**src/rtl/pr_noc_hub_if.sv**
```systemverilog
// rtl/pr_noc_hub_if.sv - request/query/reply/response bundle between page-owner nodes and pr_noc_hub
interface pr_noc_hub_if #(
    parameter int NUM_ANTS = 4,
    parameter int PAGE_W   = 6,
    parameter int WIDTH    = 16
);
    logic [NUM_ANTS*PAGE_W-1:0] req_bus;
    logic [NUM_ANTS-1:0]        req_valid;
    logic [NUM_ANTS-1:0]        req_ready;
    logic [NUM_ANTS*PAGE_W-1:0] query_bus;
    logic [NUM_ANTS-1:0]        query_valid;
    logic [NUM_ANTS*WIDTH-1:0]  reply_bus;
    logic [WIDTH+PAGE_W-1:0]    response;
    logic                       response_valid;
    logic                       busy;
    logic                       err_page;

    // node side
    modport master (
        output req_bus, req_valid, reply_bus,
        input  req_ready, query_bus, query_valid, response, response_valid, busy, err_page
    );

    // hub side
    modport slave (
        input  req_bus, req_valid, reply_bus,
        output req_ready, query_bus, query_valid, response, response_valid, busy, err_page
    );
endinterface

```
**src/rtl/pr_noc_hub.sv**
```systemverilog
// rtl/pr_noc_hub.sv - single-transaction PageRank hub; PR_HUB_STATS_EN adds txn_count/drop_count
module pr_noc_hub #(
    parameter int NUM_ANTS    = 4,
    parameter int LOCAL_PAGES = 16,
    parameter int PAGE_W      = 6,
    parameter int WIDTH       = 16,
    parameter int REPLY_LAT   = 1
) (
    input  logic         clk,
    input  logic         reset,
    pr_noc_hub_if.slave  hub
`ifdef PR_HUB_STATS_EN
    ,
    output logic [15:0]  txn_count,
    output logic [7:0]   drop_count
`endif
);

    localparam int PTR_W     = (NUM_ANTS > 1) ? $clog2(NUM_ANTS) : 1;
    localparam int CNT_W     = (REPLY_LAT > 1) ? $clog2(REPLY_LAT) : 1;
    localparam int NUM_PAGES = NUM_ANTS * LOCAL_PAGES;

    typedef enum logic [1:0] {IDLE, QUERY, WAIT, BCAST} state_t;

    state_t                  state, state_n;
    logic [PTR_W-1:0]        rr_ptr, rr_ptr_n;
    logic [PTR_W-1:0]        owner, owner_n;
    logic [PAGE_W-1:0]       page_q, page_n;
    logic [CNT_W-1:0]        wait_cnt, wait_cnt_n;
    logic [PAGE_W-1:0]       query_arr   [NUM_ANTS];
    logic [PAGE_W-1:0]       query_arr_n [NUM_ANTS];
    logic [NUM_ANTS-1:0]     query_valid, query_valid_n;
    logic [WIDTH+PAGE_W-1:0] response, response_n;
    logic                    response_valid, response_valid_n;
    logic                    busy, busy_n;
    logic                    err_page, err_page_n;

    logic [PAGE_W-1:0]       req_page  [NUM_ANTS];
    logic [WIDTH-1:0]        reply_arr [NUM_ANTS];
    logic [NUM_ANTS-1:0]     req_ready;
    logic [PTR_W-1:0]        cand;
    logic [PTR_W-1:0]        grant_idx;
    logic                    grant_found;
    logic [PAGE_W-1:0]       grant_page;
    logic [PTR_W-1:0]        grant_owner;
    logic                    grant_oor;

    for (genvar g = 0; g < NUM_ANTS; g++) begin : g_slice
        assign req_page[g]                        = hub.req_bus[g*PAGE_W +: PAGE_W];
        assign reply_arr[g]                       = hub.reply_bus[g*WIDTH +: WIDTH];
        assign hub.query_bus[g*PAGE_W +: PAGE_W]  = query_arr[g];
    end

    assign hub.req_ready      = req_ready;
    assign hub.query_valid    = query_valid;
    assign hub.response       = response;
    assign hub.response_valid = response_valid;
    assign hub.busy           = busy;
    assign hub.err_page       = err_page;

    // Rotating priority: first valid requester at or after rr_ptr, wrapping.
    always_comb begin
        grant_found = 1'b0;
        grant_idx   = '0;
        cand        = '0;
        for (int i = 0; i < NUM_ANTS; i++) begin
            cand = PTR_W'((int'(rr_ptr) + i) % NUM_ANTS);
            if (!grant_found && hub.req_valid[cand]) begin
                grant_found = 1'b1;
                grant_idx   = cand;
            end
        end
    end

    assign grant_page  = req_page[grant_idx];
    assign grant_oor   = int'(grant_page) >= NUM_PAGES;
    assign grant_owner = PTR_W'(int'(grant_page) / LOCAL_PAGES);

    always_comb begin
        req_ready = '0;
        if (!reset && state == IDLE && grant_found) begin
            req_ready[grant_idx] = 1'b1;
        end
    end

    always_comb begin
        state_n          = state;
        rr_ptr_n         = rr_ptr;
        owner_n          = owner;
        page_n           = page_q;
        wait_cnt_n       = wait_cnt;
        query_arr_n      = query_arr;
        query_valid_n    = '0;
        response_n       = response;
        response_valid_n = 1'b0;
        err_page_n       = 1'b0;
        case (state)
            IDLE: begin
                if (grant_found) begin
                    rr_ptr_n = (int'(grant_idx) == NUM_ANTS - 1) ? '0 : grant_idx + 1'b1;
                    page_n   = grant_page;
                    owner_n  = grant_owner;
                    if (grant_oor) begin
                        err_page_n = 1'b1;
                    end else begin
                        state_n                    = QUERY;
                        query_arr_n[grant_owner]   = grant_page;
                        query_valid_n[grant_owner] = 1'b1;
                    end
                end
            end
            QUERY: begin
                state_n    = WAIT;
                wait_cnt_n = CNT_W'(REPLY_LAT - 1);
            end
            WAIT: begin
                if (wait_cnt == '0) begin
                    state_n          = BCAST;
                    response_n       = {reply_arr[owner], page_q};
                    response_valid_n = 1'b1;
                    query_arr_n      = '{default: '0};
                end else begin
                    wait_cnt_n = wait_cnt - 1'b1;
                end
            end
            BCAST: begin
                state_n = IDLE;
            end
            default: begin
                state_n = IDLE;
            end
        endcase
        busy_n = (state_n != IDLE);
    end

    always_ff @(posedge clk or posedge reset) begin
        if (reset) begin
            state          <= IDLE;
            rr_ptr         <= '0;
            owner          <= '0;
            page_q         <= '0;
            wait_cnt       <= '0;
            query_arr      <= '{default: '0};
            query_valid    <= '0;
            response       <= '0;
            response_valid <= 1'b0;
            busy           <= 1'b0;
            err_page       <= 1'b0;
        end else begin
            state          <= state_n;
            rr_ptr         <= rr_ptr_n;
            owner          <= owner_n;
            page_q         <= page_n;
            wait_cnt       <= wait_cnt_n;
            query_arr      <= query_arr_n;
            query_valid    <= query_valid_n;
            response       <= response_n;
            response_valid <= response_valid_n;
            busy           <= busy_n;
            err_page       <= err_page_n;
        end
    end

`ifdef PR_HUB_STATS_EN
    always_ff @(posedge clk or posedge reset) begin
        if (reset) begin
            txn_count  <= '0;
            drop_count <= '0;
        end else begin
            if (response_valid && txn_count != 16'hFFFF) begin
                txn_count <= txn_count + 16'd1;
            end
            if (err_page && drop_count != 8'hFF) begin
                drop_count <= drop_count + 8'd1;
            end
        end
    end
`endif

endmodule
```
**src/flat_wrapper.sv**
```systemverilog
// flat-port wrapper written by rule: the top's interface ports become plain ports
module pr_noc_hub_flat 
#(
    parameter int NUM_ANTS    = 4,
    parameter int LOCAL_PAGES = 16,
    parameter int PAGE_W      = 6,
    parameter int WIDTH       = 16,
    parameter int REPLY_LAT   = 1
)
  (clk, reset, hub_req_bus, hub_req_valid, hub_reply_bus, hub_req_ready, hub_query_bus, hub_query_valid, hub_response, hub_response_valid, hub_busy, hub_err_page);
  pr_noc_hub_if #(.NUM_ANTS(NUM_ANTS), .PAGE_W(PAGE_W), .WIDTH(WIDTH)) hub_i ();
  input  logic clk;
  input  logic reset;
  input wire logic [$bits(hub_i.req_bus)-1:0] hub_req_bus;
  input wire logic [$bits(hub_i.req_valid)-1:0] hub_req_valid;
  input wire logic [$bits(hub_i.reply_bus)-1:0] hub_reply_bus;
  output wire logic [$bits(hub_i.req_ready)-1:0] hub_req_ready;
  output wire logic [$bits(hub_i.query_bus)-1:0] hub_query_bus;
  output wire logic [$bits(hub_i.query_valid)-1:0] hub_query_valid;
  output wire logic [$bits(hub_i.response)-1:0] hub_response;
  output wire logic [$bits(hub_i.response_valid)-1:0] hub_response_valid;
  output wire logic [$bits(hub_i.busy)-1:0] hub_busy;
  output wire logic [$bits(hub_i.err_page)-1:0] hub_err_page;
  assign hub_i.req_bus = hub_req_bus;
  assign hub_i.req_valid = hub_req_valid;
  assign hub_i.reply_bus = hub_reply_bus;
  assign hub_req_ready = hub_i.req_ready;
  assign hub_query_bus = hub_i.query_bus;
  assign hub_query_valid = hub_i.query_valid;
  assign hub_response = hub_i.response;
  assign hub_response_valid = hub_i.response_valid;
  assign hub_busy = hub_i.busy;
  assign hub_err_page = hub_i.err_page;
  pr_noc_hub #(.NUM_ANTS(NUM_ANTS), .LOCAL_PAGES(LOCAL_PAGES), .PAGE_W(PAGE_W), .WIDTH(WIDTH), .REPLY_LAT(REPLY_LAT)) u_core (.clk(clk), .reset(reset), .hub(hub_i));
endmodule
```
**config.mk**
```make
export PLATFORM = sky130hd
export DESIGN_NAME = pr_noc_hub_flat
export DESIGN_NICKNAME = d
export VERILOG_FILES = /design/src/rtl/pr_noc_hub_if.sv /design/src/rtl/pr_noc_hub.sv /design/src/flat_wrapper.sv
export SDC_FILE = /design/constraint.sdc
export NUM_CORES = 1
export LEC_CHECK = 0
export ABC_CLOCK_PERIOD_IN_PS = 3080
export BUFFER_PORTS_ARGS = -buffer_cell sky130_fd_sc_hd__buf_2
export CORE_ASPECT_RATIO = 0.8
export CORE_MARGIN = 2
export CORE_UTILIZATION = 40
export CTS_CLUSTER_DIAMETER = 120
export DETAILED_ROUTE_END_ITERATION = 12
export GPL_ROUTABILITY_DRIVEN = 0
export PLACE_DENSITY = 0.7
export SLEW_MARGIN = 30
export SYNTH_ARGS = -nofsm -noshare
export SYNTH_HDL_FRONTEND = slang
export SYNTH_SLANG_ARGS = --single-unit
```
**constraint.sdc**
```tcl
create_clock -name clk -period 3.08 [get_ports clk]
set_clock_uncertainty 0.2 [all_clocks]
set_input_delay 0.616 -clock clk [delete_from_list [all_inputs] [get_ports clk]]
set_output_delay 0.616 -clock clk [all_outputs]
set_load 0.05 [all_outputs]
```
# [Yosys cells after proc, flatten, opt, wreduce, memory -nomap -nowiden]
# Cells that the tools add are included.
[classes] addsub=5 magnitude_cmp=12 n_eq_ne=6 muxes=43 bitwise_logic=4 n_reduce_logical=19
[op_table] cell="$mux W24" count=2
[op_table] cell="$pmux W24 S2" count=1
[op_table] cell="$bmux W16 S2" count=1
[op_table] cell="$mux W16" count=2
[op_table] cell="$bwmux W24" count=1
[op_table] cell="$lt A2 B3 Y1 const B" count=6
[op_table] cell="$mux W6" count=3
[op_table] cell="$mux W2" count=7
[op_table] cell="$mux W1" count=13
[op_table] cell="$bmux W6 S2" count=1
[op_table] cell="$demux W6 S2" count=1
[op_table] cell="$mux W4" count=3
[op_table] cell="$ge A3 B3 Y1 const B" count=3
[op_table] cell="$not A2 Y3" count=3
[op_table] cell="$bmux W1 S2" count=4
[op_table] cell="$logic_and A1 B1 Y1" count=8
[op_table] cell="$pmux W2 S4" count=1
[op_table] cell="$reduce_bool A2 Y1" count=3
[op_table] cell="$add A2 B1 Y2 const B" count=2
[op_table] cell="$add A2 B2 Y2 const B" count=2
[op_table] cell="$demux W1 S2" count=2
[op_table] cell="$eq A2 B1 Y1 const B" count=2
[op_table] cell="$eq A2 B2 Y1 const B" count=2
[op_table] cell="$ge A2 B1 Y1 const B" count=2
[op_table] cell="10 further kinds" count=14
[word_totals] register_bits=65 input_bits=94 output_inout_bits=57 wordCells=102

# [Longest topological paths before layout]
# Gate-level depths: netlist of run 1.
[depth] depth_word=24 ltp_mapped=9

# [Worst setup path before layout of run 1]
# Ideal clock, no wire load.
[synth_timing] path_type="in2out" startpoint="input hub_req_valid[2]" endpoint="output hub_req_ready[3]" arrival_time_ps=2031 required_time_ps=2264 slack_ps=233 cell_stages=6 path_cell_list="nor2b_1 > nor4b_4 > or2_1 > buf_4 > ha_1 > and2_1"
[synth_via] elab_chain_cells=17
[synth_rtl] item="start: declaration" line_no="flat_wrapper.sv:15" rtl="input wire logic [$bits(hub_i.req_valid)-1:0] hub_req_valid;"
[synth_rtl] item="$bmux W1 S2" line_no="pr_noc_hub.sv:68" rtl="if (!grant_found && hub.req_valid[cand]) begin"
[synth_rtl] item="$mux W1 (not written as such)" line_no="pr_noc_hub.sv:68"
[synth_rtl] item="$mux W1" line_no="pr_noc_hub.sv:68"
[synth_rtl] item="$logic_not A1 Y1" line_no="pr_noc_hub.sv:68"
[synth_rtl] item="$logic_and A1 B1 Y1" line_no="pr_noc_hub.sv:68"
[synth_rtl] item="$mux W1" line_no="pr_noc_hub.sv:68"
[synth_rtl] item="$logic_not A1 Y1" line_no="pr_noc_hub.sv:68"
[synth_rtl] item="$logic_and A1 B1 Y1" line_no="pr_noc_hub.sv:68"
[synth_rtl] item="$mux W1" line_no="pr_noc_hub.sv:68"
[synth_rtl] item="$logic_not A1 Y1" line_no="pr_noc_hub.sv:68"
[synth_rtl] item="$logic_and A1 B1 Y1" line_no="pr_noc_hub.sv:68"
[synth_rtl] item="$mux W2" line_no="pr_noc_hub.sv:68"
[synth_rtl] item="$lt A2 B3 Y1 (not written as such) or $ge A2 B1 Y1 (tied branches)" line_no="pr_noc_hub.sv:82" rtl="req_ready[grant_idx] = 1'b1;"
[synth_rtl] item="$logic_and A1 B1 Y1 (not written as such)" line_no="pr_noc_hub.sv:82"
[synth_rtl] item="$mux W1 (not written as such)" line_no="pr_noc_hub.sv:82"
[synth_rtl] item="$demux W1 S2"
[synth_rtl] item="$mux W4 (*)" line_no="pr_noc_hub.sv:81" rtl="if (!reset && state == IDLE && grant_found) begin"
[synth_rtl] item="end: declaration" line_no="flat_wrapper.sv:17" rtl="output wire logic [$bits(hub_i.req_ready)-1:0] hub_req_ready;"
# Every way passes the cells marked *; elsewhere a longest branch is shown, timed or not. The select of a mux whose other input is x is not followed.

# [Worst setup path in the final report of run 1]
[layout_timing] startpoint="input hub_req_valid[2]" endpoint="output hub_req_ready[1]"
# Same word-level chain as after synthesis.

==> results of run 1 <==
## stage by stage
stage                     hold WS [ps]  area (µm²)  power [W]  setup slack (ps)
after floorplan                  240.7        3229   0.003738             232.8
after global placement           257.0        4131   0.004419             99.16
after detailed placement         265.8        4131   0.004486             52.02
after CTS                        166.2        4313   0.005160             46.98
after global routing             210.2        4322   0.005434             52.61
final                            157.4        4322   0.005104             187.7
## cells by family after synthesis
group	Yosys count	share of synthesized area
flip-flops	61	0.4727
AND/OR/NAND/NOR	58	0.1097
multiplexers	51	0.2305
AO/OA/AOI/OAI	46	0.1166
buffers and inverters	32	0.04223
adder cells (fa/ha/maj)	7	0.02712
other	1	0.001161
## worst reg2reg max path: stages (launching register included)
cell and delay, ps:
dfrtp_1 410, nor2b_1 270, nor4_4 80, buf_4 160
nor3b_1 310, o32ai_4 150, buf_4 190, a21oi_2 260
mux2_2 380, o22ai_1 130
## Yosys cell counts, types with 3 or more instances
library cell,instances,share of area
a21o_1,3,0.0070
o22ai_1,8,0.015
a211oi_1,3,0.0070
ha_1,7,0.027
nor3b_1,6,0.014
dfrtp_1,61,0.47
o2bb2ai_1,8,0.022
clkbuf_1,8,0.0093
buf_4,3,0.0070
nor2_1,7,0.0081
nand2_1,15,0.017
mux4_2,16,0.11
mux2_2,27,0.094
mux2i_1,8,0.025
and2_1,8,0.015
nor2b_1,5,0.0097
o21ai_0,7,0.011
inv_1,17,0.020
## report_power, final
part,internal (W),total [W],switching (W)
Sequential,0.00115,0.00136,0.000212
Clock,0.000301,0.000653,0.000353
Combinational,0.00111,0.00309,0.00198
Total,0.00256,0.00510,0.00254
## layer usage
metal | vias up | global-route usage
met5 | - | 0
met4 | 0 | 0.05283
met3 | 9 | 0.06599
met2 | 76 | 0.3173
met1 | 1234 | 0.2311
li1 | 1249 | -
## registers in the layout, indices dropped and copies added (netlist names)
signal / cells
u_core.hub.response: 22
u_core.hub.query_valid: 4
u_core.hub.response_valid: 1
u_core.state: 2
u_core.rr_ptr: 2
u_core.hub.query_bus: 23
u_core.page_q: 6
u_core.hub.busy: 1
## final timing paths
check / end / slack, ps
worst max-delay path: hub_req_ready[1] / 190
worst min-delay path: u_core.hub.query_bus[9] / 160
worst max register to register: u_core.hub.query_bus[14] / 460
worst min register to register: u_core.hub.query_bus[4] / 280
max in group asynchronous: u_core.hub.response[7] / 1920
min in group clk: u_core.hub.query_bus[4] / 280
## final cells by class
cell class / count / area [µm²]
clock buffer: 9 / 123.9
clock inverter: 7 / 57.56
inverter: 18 / 70.07
fill: 707 / 3552
tap: 108 / 135.1
sequential: 61 / 1528
multi-input combinational: 163 / 1574
timing repair buffer: 159 / 833.3
==> results.sh, run 1 <==
export IMPL_status="finished, final reports clean"
export IMPL_vias=2568
export IMPL_final_cell_mix="149 x buf_2, 60 x dfrtp_1, 27 x mux2_2"
export IMPL_numCtsBuffers=9
export IMPL_ys_ff_latch=61
export IMPL_grt_max_degree=34
export IMPL_rows=29
export IMPL_met1_length_um=3428
export IMPL_grt_pass1_vias=2765
export IMPL_worst_path_dominant_cell_family="buffers and inverters"
export IMPL_wl_per_cell_um=15.11
export IMPL_ys_seq_area_frac=0.4727
export IMPL_routed_wl_um=7934
export IMPL_finalSetupViolations=0
export IMPL_drt_iter0_markers=105
export IMPL_max_slew_margin=0.4614
export IMPL_tightest_slew_ps=807.9
export IMPL_clk_pin_slew_ps=80
export IMPL_clk_latency_ps=340
export IMPL_layout_drive_gt1_share=0.5683
export IMPL_grt_first_pass_wirelength_um=13060
export IMPL_critPathArrivalTime_ps=2080
export IMPL_p_per_area_nw_per_um2=1181
export IMPL_antenna_found_initial=0
export IMPL_fin_util=0.5489
export IMPL_dp_cells=509
export IMPL_rr_worst_depth=9
export IMPL_io_pins=151
export IMPL_coreArea_um2=7874
export IMPL_fin_nets=513
export IMPL_root_buffer="clkbuf_8"
export IMPL_start_util=0.4101
export IMPL_synth_edf_count=0
export IMPL_fin_crit_ps=2892
export IMPL_worstPathMaxFanout=4
export IMPL_drc=0
export IMPL_yosys_warnings=0
export IMPL_slowest_stage="a211oi_1"
export IMPL_wl_met2_um=3905
export IMPL_synth_top_flop_cell="dfrtp_1"
export IMPL_postCtsHoldBufs=0
export IMPL_synth_cell_area_um2=3229
export IMPL_start_kind="input pin"
export IMPL_crit_buf_inv=3
export IMPL_synth_async_reset_ratio=1.000
export IMPL_gr_total_overflow=0
export IMPL_slowest_delay_ps=310
export IMPL_syn_to_final_growth_pct=33.82
export IMPL_syn_nets=357
export IMPL_die_h_um=84.37
export IMPL_max_freq_ghz=0.3458
export IMPL_rsz0062_at_grt="false"
export IMPL_die_w_um=104.5
export IMPL_ctsHtreeMaxLevel=3
export IMPL_drtPass1Iterations=4
export IMPL_slew_violations=0
export IMPL_track_usage=0.1884
export IMPL_cts_tree="built"
export IMPL_num_antenna_cells=0
export IMPL_crit_required_ps=2260
export IMPL_hp_class="input pin to async pin"
export IMPL_post_cts_buffers=0
export IMPL_ys_types=51
export IMPL_worst_setup_path_type="input pin to primary output"
export IMPL_cp_cell_sequence="buf_2 > nor2b_2 > a211oi_1 > nor2_1 > inv_1 > ha_1 > and2_1 > buf_2"
export IMPL_synth_area_per_cell_um2=12.61
export IMPL_r2r_start="u_core.rr_ptr[0]"
export IMPL_tns_ps=0
export IMPL_crit_cells=8
export IMPL_dp_hpwl_um=6160
export IMPL_cts_sinks=61
export IMPL_die_area_um2=8812
export IMPL_port_buffers=149
export IMPL_wl_met3_um=495
export IMPL_syn_inst=256
export IMPL_cp_common_cell="buf_2"
export IMPL_hold_viol_final=0
export IMPL_cp_startpoint="hub_req_valid[2]"
export IMPL_post_route_period_util=0.9390
export IMPL_top_layer="met4"
export IMPL_p_leak_nw=2.164
export IMPL_crit_path_end_kind="primary output"
export IMPL_layoutNonFillerInstCount=525
export IMPL_antenna_left=0
export IMPL_routed_via_density=4.891
export IMPL_maxCapViolations=0
export IMPL_ir_drop_uv=592.3
export IMPL_layout_commonest_cell="buf_2"
export IMPL_clockBufferDepth=2
export IMPL_cts_resized=0
Power figures use the tool's default switching activity.
==> run 2, diff against run 1 <==
PLACE_DENSITY = unset   (was 0.7)
PLACE_DENSITY_LB_ADDON = 0.1   (was unset)
==> results.sh, run 2 (synthesis gave the netlist of run 1 again) <==
export IMPL_clk_pin_slew_ps=70
export IMPL_wl_met3_um=524
export IMPL_hp_class="input pin to async pin"
export IMPL_post_cts_buffers=0
export IMPL_cts_sinks=61
export IMPL_fin_crit_ps=2919
export IMPL_routed_wl_um=7911
export IMPL_slew_violations=0
export IMPL_worst_r2r_endpoint="u_core.hub.query_bus[14]"
export IMPL_final_cell_mix="149 x buf_2, 61 x dfrtp_1, 27 x mux2_2"
export IMPL_dp_cells=511
export IMPL_drtPass1Iterations=4
export IMPL_die_h_um=84.37
export IMPL_met1_length_um=3516
export IMPL_clockBufferDepth=2
export IMPL_die_w_um=104.5
export IMPL_layout_drive_gt1_share=0.5656
export IMPL_tightest_slew_ps=726.6
export IMPL_io_pins=151
export IMPL_r2r_slack_ps=420
export IMPL_maxCapViolations=0
export IMPL_crit_required_ps=2260
export IMPL_rows=29
export IMPL_top_layer="met4"
export IMPL_drt_iter0_markers=59
export IMPL_antenna_found_initial=0
export IMPL_grt_pass1_vias=2759
export IMPL_status="finished, final reports clean"
export IMPL_clk_latency_ps=340
export IMPL_track_usage=0.1903
export IMPL_critPathArrivalTime_ps=2100
export IMPL_ir_drop_uv=515.1
export IMPL_vias=2650
export IMPL_p_per_area_nw_per_um2=1194
export IMPL_postCtsHoldBufs=0
export IMPL_wl_per_cell_um=15.01
export IMPL_p_leak_nw=2.181
export IMPL_post_route_period_util=0.9476
export IMPL_max_slew_margin=0.5156
export IMPL_fin_nets=515
export IMPL_worst_setup_path_type="input pin to primary output"
export IMPL_ctsHtreeMaxLevel=3
export IMPL_layoutNonFillerInstCount=527
export IMPL_wl_met2_um=3802
export IMPL_grt_max_degree=35
export IMPL_worstPathMaxFanout=4
export IMPL_r2r_start="u_core.rr_ptr[0]"
export IMPL_port_buffers=149
export IMPL_drc=0
export IMPL_routed_via_density=5.028
export IMPL_crit_path_end_kind="primary output"
export IMPL_tns_ps=0
export IMPL_start_util=0.4101
export IMPL_numCtsBuffers=9
export IMPL_layout_commonest_cell="buf_2"
export IMPL_start_kind="input pin"
export IMPL_dp_hpwl_um=6223
export IMPL_grt_first_pass_wirelength_um=13300
export IMPL_syn_to_final_growth_pct=34.37
export IMPL_rr_worst_depth=8
export IMPL_gr_total_overflow=0
export IMPL_largest_reg_flops=23
export IMPL_antenna_left=0
export IMPL_cts_tree="built"
export IMPL_num_antenna_cells=0
export IMPL_max_freq_ghz=0.3426
export IMPL_rsz0062_at_grt="false"
export IMPL_finalSetupViolations=0
export IMPL_coreArea_um2=7874
export IMPL_root_buffer="clkbuf_8"
export IMPL_hold_viol_final=0
export IMPL_die_area_um2=8812
-- run 2: through the flow --
| stage | power (W) | cell area, µm² | hold WS (ps) | util | worst slack [ps] |
|---|---|---|---|---|---|
| 5_1_grt | 0.005536 | 4339 | 251.1 | 0.5511 | 42.81 |
| 4_1_cts | 0.005238 | 4334 | 225.4 | 0.5505 | 72.98 |
| 2_1_floorplan | 0.003738 | 3229 | 240.7 | - | 232.8 |
| 3_5_place_dp | 0.004508 | 4134 | 264.1 | 0.5250 | -17.88 |
| 6_report | 0.005182 | 4339 | 203.7 | 0.5511 | 161.4 |
| 3_3_place_gp | 0.004460 | 4134 | 257.7 | 0.5250 | 85.11 |
-- run 2: repair_timing --
item                       4_1_cts  5_1_grt
resized for setup                0        2
setup endpoints to repair        0        2
hold endpoints to repair         0        0
-- run 2: per-layer routing --
layer	GRT usage	vias up
li1	-	1248
met4	0.03686	0
met3	0.06910	8
met5	0	-
met1	0.2520	1318
met2	0.3048	76
-- run 2: cell type report --
class	count	area, µm²
Clock buffer	10	137.6
Clock inverter	6	62.56
Fill cell	714	3535
Inverter	18	70.07
Multi-Input combinational cell	163	1572
Sequential cell	61	1526
Tap cell	108	135.1
Timing Repair Buffer	161	835.8
-- run 2: worst max path at each step --
stage                                 from                       end  slack [ps]  cells past startpoint
after CTS                 hub_req_valid[2]          hub_req_ready[2]          70                      8
after global routing      u_core.rr_ptr[1]          hub_req_ready[1]          40                      7
after global placement    hub_req_valid[1]  u_core.hub.query_bus[14]          90                      9
final                     hub_req_valid[2]          hub_req_ready[1]         160                      8
after detailed placement  hub_req_valid[1]  u_core.hub.query_bus[14]         -20                      9
after floorplan           hub_req_valid[2]          hub_req_ready[3]         230                      6
-- run 2: report_power, final --
group / internal [W] / switching, W
clock network: 0.000392 / 0.000324
registers: 0.00115 / 0.000214
logic: 0.00112 / 0.00199
-- run 2: critical path, cell delays in order --
cell and delay (ps):
buf_2 120, nor2b_1 170, a211oi_1 320, nor2_1 120
inv_1 210, ha_1 180, and2_1 110, buf_2 250
